--- src/rtl/alu_op_scheduler_pkg.sv ---
// Shared types and constants for the ALU operation scheduler.
package alu_sched_pkg;

  typedef enum logic [1:0] {
    StIdle,
    StIssue,
    StResp
  } sched_state_e;

  localparam logic [3:0] OP_NOT  = 4'b0000;
  localparam logic [3:0] OP_TADD = 4'b0010;
  localparam logic [3:0] OP_SUB  = 4'b0011;
  localparam logic [3:0] OP_ADD  = 4'b1011;

  localparam int unsigned ST_BORROW  = 0;
  localparam int unsigned ST_ZERO    = 1;
  localparam int unsigned ST_CARRY   = 2;
  localparam int unsigned ST_ILLEGAL = 7;

  function automatic logic op_is_illegal(input logic [3:0] op, input logic [3:0] last_legal);
    return op > last_legal;
  endfunction

endpackage

--- src/rtl/alu_op_scheduler_if.sv ---
// Request, ALU and response signals of the scheduler; slave is the scheduler side.
interface alu_op_scheduler_if;

  logic       req0_valid;
  logic       req0_ready;
  logic [3:0] req0_regsel;
  logic [3:0] req0_op;
  logic       req1_valid;
  logic       req1_ready;
  logic [3:0] req1_regsel;
  logic [3:0] req1_op;
  logic [3:0] alu_regsel;
  logic [3:0] alu_operation;
  logic [7:0] alu_result;
  logic       alu_carry;
  logic       alu_borrow;
  logic       rsp_valid;
  logic       rsp_ready;
  logic [7:0] rsp_result;
  logic [7:0] rsp_status;
  logic       rsp_id;

  modport slave (
    input  req0_valid, req0_regsel, req0_op, req1_valid, req1_regsel, req1_op,
    input  alu_result, alu_carry, alu_borrow, rsp_ready,
    output req0_ready, req1_ready, alu_regsel, alu_operation,
    output rsp_valid, rsp_result, rsp_status, rsp_id
  );

  modport master (
    output req0_valid, req0_regsel, req0_op, req1_valid, req1_regsel, req1_op,
    output alu_result, alu_carry, alu_borrow, rsp_ready,
    input  req0_ready, req1_ready, alu_regsel, alu_operation,
    input  rsp_valid, rsp_result, rsp_status, rsp_id
  );

endinterface

--- src/rtl/alu_op_scheduler_rr_arbiter2.sv ---
// Two-way round-robin arbiter; the pointer moves past the winner only on an accepted grant.
module rr_arbiter2 (
  input  logic       clk,
  input  logic       rst_n,
  input  logic [1:0] req_i,
  input  logic       accept_i,
  output logic [1:0] gnt_o,
  output logic       gnt_id_o
);

  // ptr_q names the requester that wins a tie.
  logic ptr_q;

  always_comb begin
    gnt_id_o = (req_i == 2'b11) ? ptr_q : req_i[1];
    gnt_o    = 2'b00;
    if (req_i != 2'b00) begin
      gnt_o = gnt_id_o ? 2'b10 : 2'b01;
    end
  end

  always_ff @(posedge clk or negedge rst_n) begin
    if (!rst_n) begin
      ptr_q <= 1'b0;
    end else if (accept_i) begin
      ptr_q <= ~gnt_id_o;
    end
  end

endmodule

--- src/rtl/alu_op_scheduler.sv ---
// Shares one ALU between two requesters: arbitrate, issue, settle, capture, respond.
// Define ALU_SCHED_STATS_EN to build the saturating completed-response counter.
module alu_op_scheduler
  import alu_sched_pkg::*;
#(
  parameter int unsigned SettleCycles = 1,
  parameter logic [3:0]  LastLegalOp  = 4'b1011
) (
  input  logic               clk,
  input  logic               rst_n,
  alu_op_scheduler_if.slave  bus,
  output logic [15:0]        op_count_o
);

  localparam logic [3:0] SettleLast = 4'(SettleCycles - 1);

  sched_state_e state_q, state_d;
  logic [3:0]   cnt_q, cnt_d;
  logic [3:0]   regsel_q, op_q;
  logic         id_q, illegal_q;
  logic [7:0]   result_q, status_q, status_d;
  logic         rsp_id_q;
  logic [1:0]   gnt;
  logic         gnt_id, idle, req_hs, rsp_hs, capture;
  logic [3:0]   sel_regsel, sel_op;

  assign idle = (state_q == StIdle);

  rr_arbiter2 u_arb (
    .clk      (clk),
    .rst_n    (rst_n),
    .req_i    ({bus.req1_valid, bus.req0_valid} & {2{idle}}),
    .accept_i (req_hs),
    .gnt_o    (gnt),
    .gnt_id_o (gnt_id)
  );

  // A grant only exists for a valid requester in IDLE, so it is the handshake.
  assign bus.req0_ready = gnt[0];
  assign bus.req1_ready = gnt[1];
  assign req_hs         = |gnt;
  assign sel_regsel     = gnt_id ? bus.req1_regsel : bus.req0_regsel;
  assign sel_op         = gnt_id ? bus.req1_op : bus.req0_op;
  assign capture        = (state_q == StIssue) && (cnt_q == SettleLast);
  assign rsp_hs         = (state_q == StResp) && bus.rsp_ready;

  always_comb begin
    state_d = state_q;
    cnt_d   = cnt_q;
    unique case (state_q)
      StIdle: begin
        if (req_hs) begin
          state_d = StIssue;
          cnt_d   = 4'd0;
        end
      end
      StIssue: begin
        if (capture) state_d = StResp;
        else         cnt_d   = cnt_q + 4'd1;
      end
      StResp: begin
        if (rsp_hs) state_d = StIdle;
      end
      default: state_d = StIdle;
    endcase
  end

  always_comb begin
    status_d              = 8'h00;
    status_d[ST_BORROW]   = (op_q == OP_SUB) & bus.alu_borrow;
    status_d[ST_ZERO]     = (bus.alu_result == 8'h00);
    status_d[ST_CARRY]    = ((op_q == OP_TADD) || (op_q == OP_ADD)) & bus.alu_carry;
    status_d[ST_ILLEGAL]  = illegal_q;
  end

  always_ff @(posedge clk or negedge rst_n) begin
    if (!rst_n) begin
      state_q   <= StIdle;
      cnt_q     <= 4'd0;
      regsel_q  <= 4'd0;
      op_q      <= 4'd0;
      id_q      <= 1'b0;
      illegal_q <= 1'b0;
      result_q  <= 8'h00;
      status_q  <= 8'h00;
      rsp_id_q  <= 1'b0;
    end else begin
      state_q <= state_d;
      cnt_q   <= cnt_d;
      if (req_hs) begin
        regsel_q  <= sel_regsel;
        op_q      <= sel_op;
        id_q      <= gnt_id;
        illegal_q <= op_is_illegal(sel_op, LastLegalOp);
      end
      if (capture) begin
        result_q <= bus.alu_result;
        status_q <= status_d;
        rsp_id_q <= id_q;
      end
    end
  end

  assign bus.alu_regsel    = regsel_q;
  assign bus.alu_operation = op_q;
  assign bus.rsp_valid     = (state_q == StResp);
  assign bus.rsp_result    = result_q;
  assign bus.rsp_status    = status_q;
  assign bus.rsp_id        = rsp_id_q;

`ifdef ALU_SCHED_STATS_EN
  logic [15:0] op_count_q;

  always_ff @(posedge clk or negedge rst_n) begin
    if (!rst_n) begin
      op_count_q <= 16'h0000;
    end else if (rsp_hs && (op_count_q != 16'hFFFF)) begin
      op_count_q <= op_count_q + 16'd1;
    end
  end

  assign op_count_o = op_count_q;
`else
  assign op_count_o = 16'h0000;
`endif

endmodule
--- src/flat_wrapper.sv ---
// flat-port wrapper written by rule: the top's interface ports become plain ports
module alu_op_scheduler_flat import alu_sched_pkg::*;
#(
  parameter int unsigned SettleCycles = 1,
  parameter logic [3:0]  LastLegalOp  = 4'b1011
)
  (clk, rst_n, op_count_o, bus_req0_valid, bus_req0_regsel, bus_req0_op, bus_req1_valid, bus_req1_regsel, bus_req1_op, bus_alu_result, bus_alu_carry, bus_alu_borrow, bus_rsp_ready, bus_req0_ready, bus_req1_ready, bus_alu_regsel, bus_alu_operation, bus_rsp_valid, bus_rsp_result, bus_rsp_status, bus_rsp_id);
  alu_op_scheduler_if bus_i ();
  input  logic clk;
  input  logic rst_n;
  output logic [15:0] op_count_o;
  input wire logic [$bits(bus_i.req0_valid)-1:0] bus_req0_valid;
  input wire logic [$bits(bus_i.req0_regsel)-1:0] bus_req0_regsel;
  input wire logic [$bits(bus_i.req0_op)-1:0] bus_req0_op;
  input wire logic [$bits(bus_i.req1_valid)-1:0] bus_req1_valid;
  input wire logic [$bits(bus_i.req1_regsel)-1:0] bus_req1_regsel;
  input wire logic [$bits(bus_i.req1_op)-1:0] bus_req1_op;
  input wire logic [$bits(bus_i.alu_result)-1:0] bus_alu_result;
  input wire logic [$bits(bus_i.alu_carry)-1:0] bus_alu_carry;
  input wire logic [$bits(bus_i.alu_borrow)-1:0] bus_alu_borrow;
  input wire logic [$bits(bus_i.rsp_ready)-1:0] bus_rsp_ready;
  output wire logic [$bits(bus_i.req0_ready)-1:0] bus_req0_ready;
  output wire logic [$bits(bus_i.req1_ready)-1:0] bus_req1_ready;
  output wire logic [$bits(bus_i.alu_regsel)-1:0] bus_alu_regsel;
  output wire logic [$bits(bus_i.alu_operation)-1:0] bus_alu_operation;
  output wire logic [$bits(bus_i.rsp_valid)-1:0] bus_rsp_valid;
  output wire logic [$bits(bus_i.rsp_result)-1:0] bus_rsp_result;
  output wire logic [$bits(bus_i.rsp_status)-1:0] bus_rsp_status;
  output wire logic [$bits(bus_i.rsp_id)-1:0] bus_rsp_id;
  assign bus_i.req0_valid = bus_req0_valid;
  assign bus_i.req0_regsel = bus_req0_regsel;
  assign bus_i.req0_op = bus_req0_op;
  assign bus_i.req1_valid = bus_req1_valid;
  assign bus_i.req1_regsel = bus_req1_regsel;
  assign bus_i.req1_op = bus_req1_op;
  assign bus_i.alu_result = bus_alu_result;
  assign bus_i.alu_carry = bus_alu_carry;
  assign bus_i.alu_borrow = bus_alu_borrow;
  assign bus_i.rsp_ready = bus_rsp_ready;
  assign bus_req0_ready = bus_i.req0_ready;
  assign bus_req1_ready = bus_i.req1_ready;
  assign bus_alu_regsel = bus_i.alu_regsel;
  assign bus_alu_operation = bus_i.alu_operation;
  assign bus_rsp_valid = bus_i.rsp_valid;
  assign bus_rsp_result = bus_i.rsp_result;
  assign bus_rsp_status = bus_i.rsp_status;
  assign bus_rsp_id = bus_i.rsp_id;
  alu_op_scheduler #(.SettleCycles(SettleCycles), .LastLegalOp(LastLegalOp)) u_core (.clk(clk), .rst_n(rst_n), .bus(bus_i), .op_count_o(op_count_o));
endmodule
--- config.mk ---
export PLATFORM = sky130hd
export DESIGN_NAME = alu_op_scheduler_flat
export DESIGN_NICKNAME = d
export VERILOG_FILES = /design/src/rtl/alu_op_scheduler_pkg.sv /design/src/rtl/alu_op_scheduler_if.sv /design/src/rtl/alu_op_scheduler_rr_arbiter2.sv /design/src/rtl/alu_op_scheduler.sv /design/src/flat_wrapper.sv
export SDC_FILE = /design/constraint.sdc
export NUM_CORES = 1
export LEC_CHECK = 0
export ABC_AREA = 1
export ABC_CLOCK_PERIOD_IN_PS = 1400
export CORE_ASPECT_RATIO = 2
export CORE_MARGIN = 5
export CORE_UTILIZATION = 42
export CTS_BUF_LIST = sky130_fd_sc_hd__clkbuf_2 sky130_fd_sc_hd__clkbuf_4 sky130_fd_sc_hd__clkbuf_8
export CTS_CLUSTER_DIAMETER = 200
export DETAILED_ROUTE_END_ITERATION = 12
export HOLD_SLACK_MARGIN = 0.05
export PLACE_DENSITY_LB_ADDON = 0.08
export SLEW_MARGIN = 20
export SYNTH_ARGS = -nofsm -noshare
export SYNTH_HDL_FRONTEND = slang
export SYNTH_SLANG_ARGS = --single-unit
--- constraint.sdc ---
create_clock -name clk -period 1.4 [get_ports clk]
set_input_delay 0.35 -clock clk [delete_from_list [all_inputs] [get_ports clk]]
set_output_delay 0.35 -clock clk [all_outputs]
set_load 0.05 [all_outputs]
==> results.yml <==
global_route:
  grt_max_degree: 31
  antenna_found_initial: 0
  grt_pass1_vias: 1383
  grt_pass1_wl_um: 6540
  track_usage_pct: 17.2
  overflow: 0
routing:
  wl_per_cell_um: 13.6
  route.detailed.drc: 0
  ant_nets: 0
  drtIter0Drc: 17
  first_pass_iters: 4
  vias: 1307
  wirelength_um: 4000
  vias_per_cell: 4.46
yosys:
  syn_inst: 178
  yosys.cell_types.count: 24
  ys_ff_latch: 30
  syn-cell-area_sq_mm: 0.00158
  ys_warn_count: 0
  yosysSeqAreaShare_pct: 47.4
  synth.avg_cell_area_sq_um: 8.90
timing:
  period_needed_ns: 1.59
  skew_ns: 0.00799
  fin_crit_sh_pct: 114
  whs_ns: 0.426
  finalHoldViolations: 0
  maxSlewViolCount: 0
  fmax_ghz: 0.629
  rsz0062_at_grt: "true"
  final.setup.worst_slack_ns: -0.189
  setup_viol: 3
die:
  pin_count: 75
  num_rows: 31
  fp.coreArea_sq_mm: 0.00365
  dieWidth_um: 53.4
  die_h_um: 96.9
  initial_utilization_pct: 43.4
  die-area_sq_mm: 0.00517
power_and_ir_drop:
  power.density_mw_per_mm2: 2590
  p_int_mw: 3.68
  netSwitchingPower_mw: 2.94
  leakage_nw: 1.23
  ir_worst_vdd_mv: 1.51
  sw_frac_of_total_pct: 44.3
  pwr-share-comb_pct: 58.9
  p_clk_share_pct: 16.6
  p_total_mw: 6.62
  power_frac_seq_pct: 24.5
final_layout:
  fin_nets: 276
  drive_above_1_share_pct: 31.1
  fin_area_sq_mm: 0.00255
  final_util_pct: 70.1
  antennaDiodeCount: 0
  fillers: 305
  syn_to_final_growth_pct: 61.3
clock_tree:
  cts.htree.levels: 2
  clk_latency_ns: 0.28
  postCtsSetupBuffers: 0
  cts.sinks: 30
  cts.path.max_buffers: 2
  cts_tree: "done"
  root_buffer: "clkbuf_8"
  cts_buffers: 5
  clkSlewWorstSetupHoldPaths_ns: 0.07
worst_setup_path:
  reg2regPathDepth: 9
  end_kind: "output port"
  r2r_end: "u_core.cnt_q[0]$_DFFE_PN0P_"
  cp-start-kind: "flip-flop"
  cp.arrival_ns: 1.24
  crit_fanout: 3
  r2r_slack_ns: 0.02
  worstReg2RegStart: "u_core.state_q[1]$_DFFE_PN0P_"
  critPathRequiredTime_ns: 1.05
  path_class: "reg2out"
place:
  placed_area_sq_mm: 0.00239
  hpwl_um: 3190
  pre_cts_slack_ns: -0.416
  io_buffers: 54
  globalplace.congestion: 0.791
hold_path:
  hold_class: "in2async"
flow_run:
  maxCapViolations: 0
status:
  status: "complete, but fails checks"
  violations: "negative setup slack"
==> routing by layer <==
| layer | vias up | share of wire (%) | GRT usage (%) |
|---|---|---|---|
| li1 | 647 | - | - |
| met1 | 612 | 33 | 16.2 |
| met2 | 42 | 60 | 31.6 |
| met3 | 6 | 5.0 | 3.85 |
| met4 | 0 | 2.1 | 8.86 |
| met5 | - | 0 | 0 |
==> placed cells by master (no fill, tap or decap), types with 2 or more instances in the layout <==
| master | netlist | layout |
|---|---|---|
| ha_1 | 2 | 2 |
| clkbuf_8 | 0 | 6 |
| conb_1 | 1 | 20 |
| nor2_4 | 2 | 3 |
| o22ai_1 | 6 | 6 |
| o21ai_0 | 5 | 5 |
| buf_4 | 21 | 6 |
| nand3_1 | 4 | 4 |
| inv_2 | 3 | 3 |
| nand2_1 | 32 | 29 |
| clkinvlp_4 | 0 | 2 |
| nor2_2 | 2 | 4 |
| nand2_2 | 9 | 12 |
| o21ai_2 | 10 | 10 |
| dlygate4sd2_1 | 0 | 2 |
| clkdlybuf4s50_1 | 0 | 28 |
| bufinv_16 | 0 | 2 |
| inv_1 | 18 | 16 |
| buf_12 | 1 | 25 |
| nor2_1 | 20 | 17 |
| dfrtp_1 | 30 | 30 |
| nand4_1 | 5 | 5 |
==> logic make-up after synthesis <==
group	share of synthesized area, %
buffers and inverters	17.3
flip-flops	47.4
other	0.237
AND/OR/NAND/NOR	22.4
XOR/XNOR	1.11
adder cells (fa/ha/maj)	1.58
AO/OA/AOI/OAI	9.95
==> cell usage after synthesis <==
master | number | area (sq um)
nand3_2 | 1 | 10.0
o21ai_0 | 5 | 25.0
buf_12 | 1 | 20.0
xor2_1 | 1 | 8.76
o31ai_1 | 1 | 7.51
buf_4 | 21 | 158
nand2_1 | 32 | 120
nor2_4 | 2 | 22.5
inv_1 | 18 | 67.6
nor2_2 | 2 | 12.5
o21ai_2 | 10 | 87.6
nand2_2 | 9 | 56.3
ha_1 | 2 | 25.0
inv_4 | 1 | 6.26
conb_1 | 1 | 3.75
o22ai_1 | 6 | 37.5
dfrtp_1 | 30 | 751
buf_6 | 1 | 11.3
nand3_1 | 4 | 20.0
nand4_1 | 5 | 31.3
nor2_1 | 20 | 75.1
nand3b_1 | 1 | 7.51
inv_2 | 3 | 11.3
xnor2_1 | 1 | 8.76
==> critical path, cell delays in order, from the launching register on <==
cell and delay, ns:
dfrtp_1 0.41, nor2_2 0.19, nand3_2 0.13, clkinvlp_4 0.10, buf_12 0.13
==> power by group through the flow <==
stage | clock, mW | combinational, mW | sequential (mW)
floorplan | 0 | 1.39 | 2.39
global placement | 0 | 3.80 | 1.62
detailed placement | 0 | 3.87 | 1.64
CTS | 1.12 | 3.91 | 1.63
global route | 1.16 | 4.13 | 1.68
finish | 1.10 | 3.90 | 1.62
==> through the flow <==
step	std cells	setup TNS [ns]
floorplan	197	-0.0592
global placement	285	-3.55
detailed placement	285	-4.29
CTS	293	-0.464
global route	293	-0.674
finish	293	-0.441
==> sequential cells by signal (all words and copies together), names as in the netlist <==
signal                    cells
u_core.bus.rsp_status         4
u_core.cnt_q                  4
u_core.bus.rsp_id             1
u_core.illegal_q              1
u_core.id_q                   1
u_core.bus.alu_operation      4
u_core.bus.rsp_result         8
u_core.state_q                2
u_core.bus.alu_regsel         4
u_core.u_arb.ptr_q            1
==> worst max path at each step <==
stage,from,endpoint,slack (ns),cells past startpoint
after floorplan,bus_req1_valid,bus_req0_ready,-0.03,4
after global placement,bus_req1_valid,bus_req0_ready,-0.39,6
after detailed placement,bus_req1_valid,u_core.cnt_q[0]$_DFFE_PN0P_,-0.42,9
after CTS,u_core.state_q[0]$_DFFE_PN0P_,bus_req1_ready,-0.19,4
after global routing,u_core.state_q[0]$_DFFE_PN0P_,bus_req1_ready,-0.25,4
final,u_core.state_q[0]$_DFFE_PN0P_,bus_req1_ready,-0.19,4
==> area by class of cell <==
| cell class | instances | area, sq um | share of cell area (%) |
|---|---|---|---|
| repair buffers | 62 | 855 | 33.4 |
| flip-flops and latches | 30 | 751 | 29.4 |
| multi-input cells | 122 | 651 | 25.5 |
| inverters | 22 | 95.1 | 3.72 |
| clock buffers | 6 | 82.6 | 3.23 |
| well taps | 49 | 61.3 | 2.40 |
| clock inverters | 2 | 60.1 | 2.35 |
==> timing repair <==
item                                    4_1_cts  5_1_grt
endpoints found under the setup margin        6       13
pin swaps                                     1        1
gates resized for setup                       9        2
hold buffers                                  0        0
Power figures use the tool's default switching activity.
